[src/rtl/bcd_to_fnd_pkg.sv]
// Shared constants and decode helpers for the add/subtract FND display block.
// Segment order is {dp,g,f,e,d,c,b,a}, active-low; digit enables are active-low.
package bcd_to_fnd_pkg;

  localparam logic [7:0] FONT_0 = 8'hC0;
  localparam logic [7:0] FONT_1 = 8'hF9;
  localparam logic [7:0] FONT_2 = 8'hA4;
  localparam logic [7:0] FONT_3 = 8'hB0;
  localparam logic [7:0] FONT_4 = 8'h99;
  localparam logic [7:0] FONT_5 = 8'h92;
  localparam logic [7:0] FONT_6 = 8'h82;
  localparam logic [7:0] FONT_7 = 8'hF8;
  localparam logic [7:0] FONT_8 = 8'h80;
  localparam logic [7:0] FONT_9 = 8'h90;
  localparam logic [7:0] FONT_A = 8'h88;
  localparam logic [7:0] FONT_B = 8'h83;
  localparam logic [7:0] FONT_C = 8'hC6;
  localparam logic [7:0] FONT_D = 8'hA1;
  localparam logic [7:0] FONT_E = 8'h86;
  localparam logic [7:0] FONT_F = 8'h8E;
  localparam logic [7:0] FONT_BLANK = 8'hFF;

  localparam logic [3:0] DIGIT_0   = 4'b1110;
  localparam logic [3:0] DIGIT_1   = 4'b1101;
  localparam logic [3:0] DIGIT_2   = 4'b1011;
  localparam logic [3:0] DIGIT_3   = 4'b0111;
  localparam logic [3:0] DIGIT_OFF = 4'b1111;

  function automatic logic [7:0] font_of(input logic [3:0] val);
    logic [7:0] f;
    case (val)
      4'h0: f = FONT_0;
      4'h1: f = FONT_1;
      4'h2: f = FONT_2;
      4'h3: f = FONT_3;
      4'h4: f = FONT_4;
      4'h5: f = FONT_5;
      4'h6: f = FONT_6;
      4'h7: f = FONT_7;
      4'h8: f = FONT_8;
      4'h9: f = FONT_9;
      4'hA: f = FONT_A;
      4'hB: f = FONT_B;
      4'hC: f = FONT_C;
      4'hD: f = FONT_D;
      4'hE: f = FONT_E;
      default: f = FONT_F;
    endcase
    return f;
  endfunction

  function automatic logic [3:0] digit_of(input logic [1:0] sel);
    logic [3:0] d;
    case (sel)
      2'd0: d = DIGIT_0;
      2'd1: d = DIGIT_1;
      2'd2: d = DIGIT_2;
      default: d = DIGIT_3;
    endcase
    return d;
  endfunction

endpackage

[src/rtl/bcd_to_fnd_add_sub_4bit.sv]
// Combinational 4-bit ripple add/subtract: B is inverted and carry-in set when
// i_mode=1, so o_c=1 on subtract means no borrow.
module add_sub_4bit (
  input  logic [3:0] i_a,
  input  logic [3:0] i_b,
  input  logic       i_mode,
  output logic [3:0] o_sum,
  output logic       o_c
);

  logic [3:0] b_x;
  logic [4:0] carry;

  assign b_x      = i_b ^ {4{i_mode}};
  assign carry[0] = i_mode;

  for (genvar i = 0; i < 4; i++) begin : g_fa
    assign o_sum[i]   = i_a[i] ^ b_x[i] ^ carry[i];
    assign carry[i+1] = (i_a[i] & b_x[i]) | (carry[i] & (i_a[i] ^ b_x[i]));
  end

  assign o_c = carry[4];

endmodule

[src/rtl/bcd_to_fnd.sv]
// Registered add/subtract with hex glyph output onto one scanned FND digit.
// Blanking forces digit and font off but the carry register still tracks the adder.
module bcd_to_fnd
  import bcd_to_fnd_pkg::*;
(
  input  logic       i_clk,
  input  logic       i_reset_n,
  input  logic [3:0] i_a,
  input  logic [3:0] i_b,
  input  logic       i_mode,
  input  logic [1:0] i_digitSelect,
  input  logic       i_en,
  output logic [3:0] o_digit,
  output logic [7:0] o_font,
  output logic       o_c
);

  logic [3:0] sum;
  logic       carry;

  logic [3:0] digit_d, digit_q;
  logic [7:0] font_d,  font_q;
  logic       c_d,     c_q;

  add_sub_4bit u_add_sub (
    .i_a    (i_a),
    .i_b    (i_b),
    .i_mode (i_mode),
    .o_sum  (sum),
    .o_c    (carry)
  );

  always_comb begin
    digit_d = DIGIT_OFF;
    font_d  = FONT_BLANK;
    c_d     = carry;
    if (!i_en) begin
      digit_d = digit_of(i_digitSelect);
      font_d  = font_of(sum);
    end
  end

  always_ff @(posedge i_clk or negedge i_reset_n) begin
    if (!i_reset_n) begin
      digit_q <= DIGIT_OFF;
      font_q  <= FONT_BLANK;
      c_q     <= 1'b0;
    end else begin
      digit_q <= digit_d;
      font_q  <= font_d;
      c_q     <= c_d;
    end
  end

  assign o_digit = digit_q;
  assign o_font  = font_q;
  assign o_c     = c_q;

endmodule

[config.mk]
export PLATFORM = sky130hd
export DESIGN_NAME = bcd_to_fnd
export DESIGN_NICKNAME = d
export VERILOG_FILES = /design/src/rtl/bcd_to_fnd_pkg.sv /design/src/rtl/bcd_to_fnd_add_sub_4bit.sv /design/src/rtl/bcd_to_fnd.sv
export SDC_FILE = /design/constraint.sdc
export NUM_CORES = 1
export LEC_CHECK = 0
export ABC_AREA = 1
export ABC_CLOCK_PERIOD_IN_PS = 800
export BUFFER_PORTS_ARGS = -buffer_cell sky130_fd_sc_hd__buf_2
export CORE_ASPECT_RATIO = 1.1
export CORE_UTILIZATION = 43
export DETAILED_ROUTE_END_ITERATION = 8
export PLACE_DENSITY = 0.84
export SETUP_SLACK_MARGIN = 0.2
export SLEW_MARGIN = 25
export SYNTH_ARGS = -nofsm -noshare
export SYNTH_HDL_FRONTEND = slang
export SYNTH_SLANG_ARGS = --single-unit
[constraint.sdc]
create_clock -name i_clk -period 0.8 [get_ports i_clk]
set_input_delay 0.2 -clock i_clk [delete_from_list [all_inputs] [get_ports i_clk]]
set_output_delay 0.2 -clock i_clk [all_outputs]
set_load 0.01 [all_outputs]
# Word level (Yosys, flattened, before mapping)
# Memory sizes are Yosys's and may differ from the RTL's.
# Cells that the tools add are included.
# Widths: inputs -> output; s select.
word_totals:
  ff_bits: 13
  mem_bits_ro: 112
  in_bits: 14
  output_inout_bits: 13
  memories: 1
op_classes:
  n_eq_ne: 2
  muxes: 3
  bitwise: 21
  reduce_logical: 1
memory_table:
  columns: ["name", "depth", "width", "read_ports", "rd_ports_with_merged_regs", "write_ports", "line", "rtl"]
  rows:
  - ["(name not given)", 16, 7, 1, 0, 0, "bcd_to_fnd_pkg.sv:31", "case (val)"]
ops:
  columns: ["operator", "n"]
  rows:
  - ["$pmux 4 s3", 1]
  - ["$and 1x1->1", 8]
  - ["$mux 8", 1]
  - ["$xor 1x1->1", 8]
  - ["$mux 4", 1]
  - ["$or 1x1->1", 4]
  - ["$xor 4x4->4", 1]
  - ["$eq 2x1->1 const B", 1]
  - ["$eq 2x2->1 const B", 1]
  - ["$logic_not 2->1", 1]

# Logic depth before layout (Yosys ltp)
# An unclocked memory read counts as a cell.
logic_depth:
  depth_word: 11
  depth_mapped: 11
  ltp_nobuf: 10

# Hierarchy
# A second synthesis with hierarchy kept.
unflattened:
  cells_unflattened: 100
  area_unflattened_um2: 810.8
by_module_without_submodules:
  columns: ["module", "instances", "cells_per_inst", "area_each_um2", "seq_area_each_um2"]
  rows:
  - ["bcd_to_fnd", 1, 73, 660.6, 314.1]
  - ["add_sub_4bit", 1, 27, 150.1, 0.0]

# Worst setup path after synthesis
# No wires, ideal clock.
synth_timing:
  kind: "input -> register"
  from: "input i_a[0]"
  to: "register font_q[4], in the netlist o_font[4]"
  setup_time_ps: 64
  arrival_time_ps: 2095
  required_ps: 736
  slack_ps: -1358
  path_stages: 11
  path_buffers: 1
  cell_sequence: "inv_1 nand2_1 o21ai_0 fa_1 fa_1 fa_1 inv_1 buf_2 a21oi_1 nand2_1 nand3_1"
synth_between:
  elab_chain_len: 10
  word_cells_on_any_way: 14
  classes_between: "mux: 1; bitwise: 12; memory: 1"
synth_rtl:
  columns: ["element", "line", "rtl"]
  rows:
  - ["start, declared", "bcd_to_fnd.sv:8", "input logic [3:0] i_a,"]
  - ["$xor 1x1->1", "bcd_to_fnd_add_sub_4bit.sv:18, bcd_to_fnd_add_sub_4bit.sv:19", null]
  - ["$and 1x1->1", "bcd_to_fnd_add_sub_4bit.sv:19", "assign carry[i+1] = (i_a[i] & b_x[i]) | (carry[i] & (i_a[i] ^ b_x[i]));"]
  - ["$or 1x1->1", "bcd_to_fnd_add_sub_4bit.sv:19", null]
  - ["$and 1x1->1", "bcd_to_fnd_add_sub_4bit.sv:19", null]
  - ["$or 1x1->1", "bcd_to_fnd_add_sub_4bit.sv:19", null]
  - ["$and 1x1->1", "bcd_to_fnd_add_sub_4bit.sv:19", null]
  - ["$or 1x1->1", "bcd_to_fnd_add_sub_4bit.sv:19", null]
  - ["$xor 1x1->1", "bcd_to_fnd_add_sub_4bit.sv:18", "assign o_sum[i] = i_a[i] ^ b_x[i] ^ carry[i];"]
  - ["$mem_v2 16x7 (*)", null, null]
  - ["$mux 8 (*)", "bcd_to_fnd.sv:37", "if (!i_en) begin"]
  - ["named net font_d[4]", "bcd_to_fnd.sv:22", "logic [7:0] font_d, font_q;"]
  - ["end signal, assigned", "bcd_to_fnd.sv:50", "font_q <= font_d;"]
  - ["end, declared", "bcd_to_fnd.sv:22", null]
# Mark *: on every way through the listed nets, which the timed path passes. The rest lies on a longest branch.

# Worst setup path after layout
layout_timing:
  from: "input i_b[1]"
  to: "register font_q[0], in the netlist o_font[0]"
layout_between:
  elab_chain_len: 9
  word_cells_on_any_way: 12
  classes_between: "mux: 1; bitwise: 10; memory: 1"
layout_rtl:
  columns: ["element", "line", "rtl"]
  rows:
  - ["start, declared", "bcd_to_fnd.sv:9", "input logic [3:0] i_b,"]
  - ["$xor 4x4->4 (*)", "bcd_to_fnd_add_sub_4bit.sv:14", "assign b_x = i_b ^ {4{i_mode}};"]
  - ["$xor 1x1->1", "bcd_to_fnd_add_sub_4bit.sv:18, bcd_to_fnd_add_sub_4bit.sv:19", null]
  - ["$and 1x1->1", "bcd_to_fnd_add_sub_4bit.sv:19", null]
  - ["$or 1x1->1", "bcd_to_fnd_add_sub_4bit.sv:19", null]
  - ["$and 1x1->1", "bcd_to_fnd_add_sub_4bit.sv:19", null]
  - ["$or 1x1->1", "bcd_to_fnd_add_sub_4bit.sv:19", null]
  - ["$xor 1x1->1", "bcd_to_fnd_add_sub_4bit.sv:18", null]
  - ["$mem_v2 16x7 (*)", null, null]
  - ["$mux 8 (*)", "bcd_to_fnd.sv:37", null]
  - ["named net font_d[0]", "bcd_to_fnd.sv:22", null]
# Marks and branches as above.

==> impl_metrics.ini <==
[run_status]
status = complete, but fails checks
violations = setup timing

[critical_path]
crit_fanout = 6
cp_top_family = adder cells
cp_slowest_cell = fa_2
crit_required_ps = 1010
crit_buf_inv = 2
path_class = primary input to flip-flop
cp-start-kind = primary input
max_stage_delay_ps = 610
cpMostUsedCell = fa_2
cp_cell_sequence = buf_8 > xnor2_4 > fa_2 > fa_2 > fa_2 > inv_4 > a21oi_2 > o21ai_0 > nand3_1
arrival_ps = 2140
end_kind = flip-flop

[layout]
finalInstanceArea_mm2 = 0.001155
antenna_cells = 0
fillCellCount = 138
area_growth_pct = 55.13
drive_above_1_share = 0.5546
layout.nets = 143
postLayoutCoreUtil = 0.7239
instances_no_fill = 136

[clocking]
cts_tree = done
cts.clk_slew.worst_paths_ps = 70
max-clock-path-buffers = 2
cts_sinks = 12
h-tree-depth = 1
cts_root_buf = clkbuf_4
cts_made_buffers = 3

[die]
core_area_mm2 = 0.001595
start_util = 0.4667
chipHeight_um = 45.64
row_count = 15
die_x_um = 41.67
ios = 27
die-area_mm2 = 0.001902

[timing]
whs_ps = 6.140
period_minus_slack_ps = 1927
maxSlewViolCount = 0
setup_ws_ps = -1127
rsz0062_at_grt = true
hold_violations = 0
fin_crit_sh = 2.409
setup_violations = 20
fmax_mhz = 518.8

[placement]
dpl_cell_area_um2 = 963.4
numPortBuffers = 25
hpwl_um = 1257
gp_routability_congestion = 0.8590
place_inst = 129

[detailed_routing]
viasPerCell = 5.169
detail_route.wl_per_cell_um = 12.66
vias = 703
drtPass1Iterations = 6
ant_nets = 0
finalWirelength_um = 1722
drc_errors = 0
dr.first_iter.drc_count = 5

[synthesis]
synth_area_per_cell_um2 = 9.079
syn_nets = 105
synth_seq_cells = 12
syn_inst = 82
ys_seq_area_frac = 0.4218
yosysWarnings = 0
ys_types = 18
netlist_area_um2 = 744.5

[global_routing]
grt_pass1_vias = 647
grt_start_max_net_pins = 13
antenna_found_initial = 0
grt_pass1_wl_um = 2635
grt_overflow = 0
grt.total_usage = 0.1871

[power_and_ir_drop]
switchingPower_w = 0.0008112
clkPwrFrac = 0.195
internal_power_w = 0.001573
comb_power_share = 0.466
switching_share = 0.3403
powerDensity_mw_per_mm2 = 2064
power_w = 0.002384
ir_drop_uv = 924.5
p_leak_nw = 0.5687
pwr-share-seq = 0.339

[min_path]
hp-class = primary input to asynchronous set/reset pin

[run]
max_cap_violations = 0
[final timing paths]
kind / start / endpoint / slack, ps / cells after the start
worst max-delay path: i_b[1] / o_font[0]$_DFF_PN1_ / -1130 / 9
worst min-delay path: i_reset_n / o_font[3]$_DFF_PN1_ / 6 / 1
max in group asynchronous: i_reset_n / o_c$_DFF_PN0_ / 260 / 2
min in group i_clk: i_digitSelect[1] / o_digit[3]$_DFF_PN1_ / 120 / 2
[power by group through the flow]
stage / logic, W / registers, W / clock network (W)
finish: 0.00111 / 0.000808 / 0.000464
global route: 0.00120 / 0.000818 / 0.000514
CTS: 0.00103 / 0.000805 / 0.000475
detailed placement: 0.000854 / 0.000790 / 0
global placement: 0.000816 / 0.000788 / 0
floorplan: 0.000514 / 0.000854 / 0
[cell families after synthesis]
family,after synthesis,share of synthesized area
XOR/XNOR,3,0.03530
buffers and inverters,18,0.09916
other,1,0.005037
flip-flops,12,0.4218
AO/OA/AOI/OAI,9,0.07395
AND/OR/NAND/NOR,30,0.1832
adder cells (fa/ha/maj),9,0.1815
[sequential cells by signal (all words and copies together), names as in the netlist]
name and flops:
o_c 1, o_font 7, o_digit 4
[synthesized netlist by cell type, drive strengths merged]
library cell   n  share of area
nand2         15          0.082
nand3         15           0.10
buf            3          0.024
dfstp         11           0.39
a21oi          2          0.013
fa             3          0.081
dfrtp          1          0.034
inv           15          0.076
xnor2          3          0.035
conb           1         0.0050
o21ai          5          0.034
ha             6           0.10
o211ai         2          0.027
[layout make-up]
type / instances / area, um2 / share of cell area
well taps: 17 / 21.27 / 0.01842
repair inverters: 1 / 7.507 / 0.006501
multi-input cells: 52 / 415.4 / 0.3597
flip-flops and latches: 12 / 314.1 / 0.2719
inverters: 15 / 58.81 / 0.05092
repair buffers: 35 / 301.5 / 0.2611
clock buffers: 4 / 36.28 / 0.03142
[layer usage]
metal	global-route usage	vias up	routed length, um
met5	0	-	0
met4	0.1097	0	73
met3	0.02778	10	86
met2	0.3813	36	1005
met1	0.1784	325	557
li1	-	332	-
[timing repair]
action                                  4_1_cts  5_1_grt
endpoints found under the setup margin       20       20
gates resized for setup                      21        8
hold endpoints to repair                      1        0
hold buffers                                  1        0
pin swaps                                     2        2
buffers inserted                              0        1
gates cloned                                  1        0
[metrics by stage]
stage	worst slack (ps)	TNS, ps
global placement	-1498	-11040
floorplan	-1259	-9262
finish	-1127	-11540
global route	-1172	-12180
CTS	-1121	-11540
detailed placement	-1568	-11570
[cell usage in the layout (no fill, tap or decap), drive strengths merged]
cell type,synthesis,routed
a21oi,2,2
buf,3,34
clkbuf,0,4
clkinvlp,0,1
conb,1,1
dfrtp,1,1
dfstp,11,11
dlygate4sd3,0,1
fa,3,3
ha,6,6
inv,15,15
nand2,15,15
nand3,15,15
o211ai,2,2
o21ai,5,5
xnor2,3,3
Power figures use the tool's default switching activity.
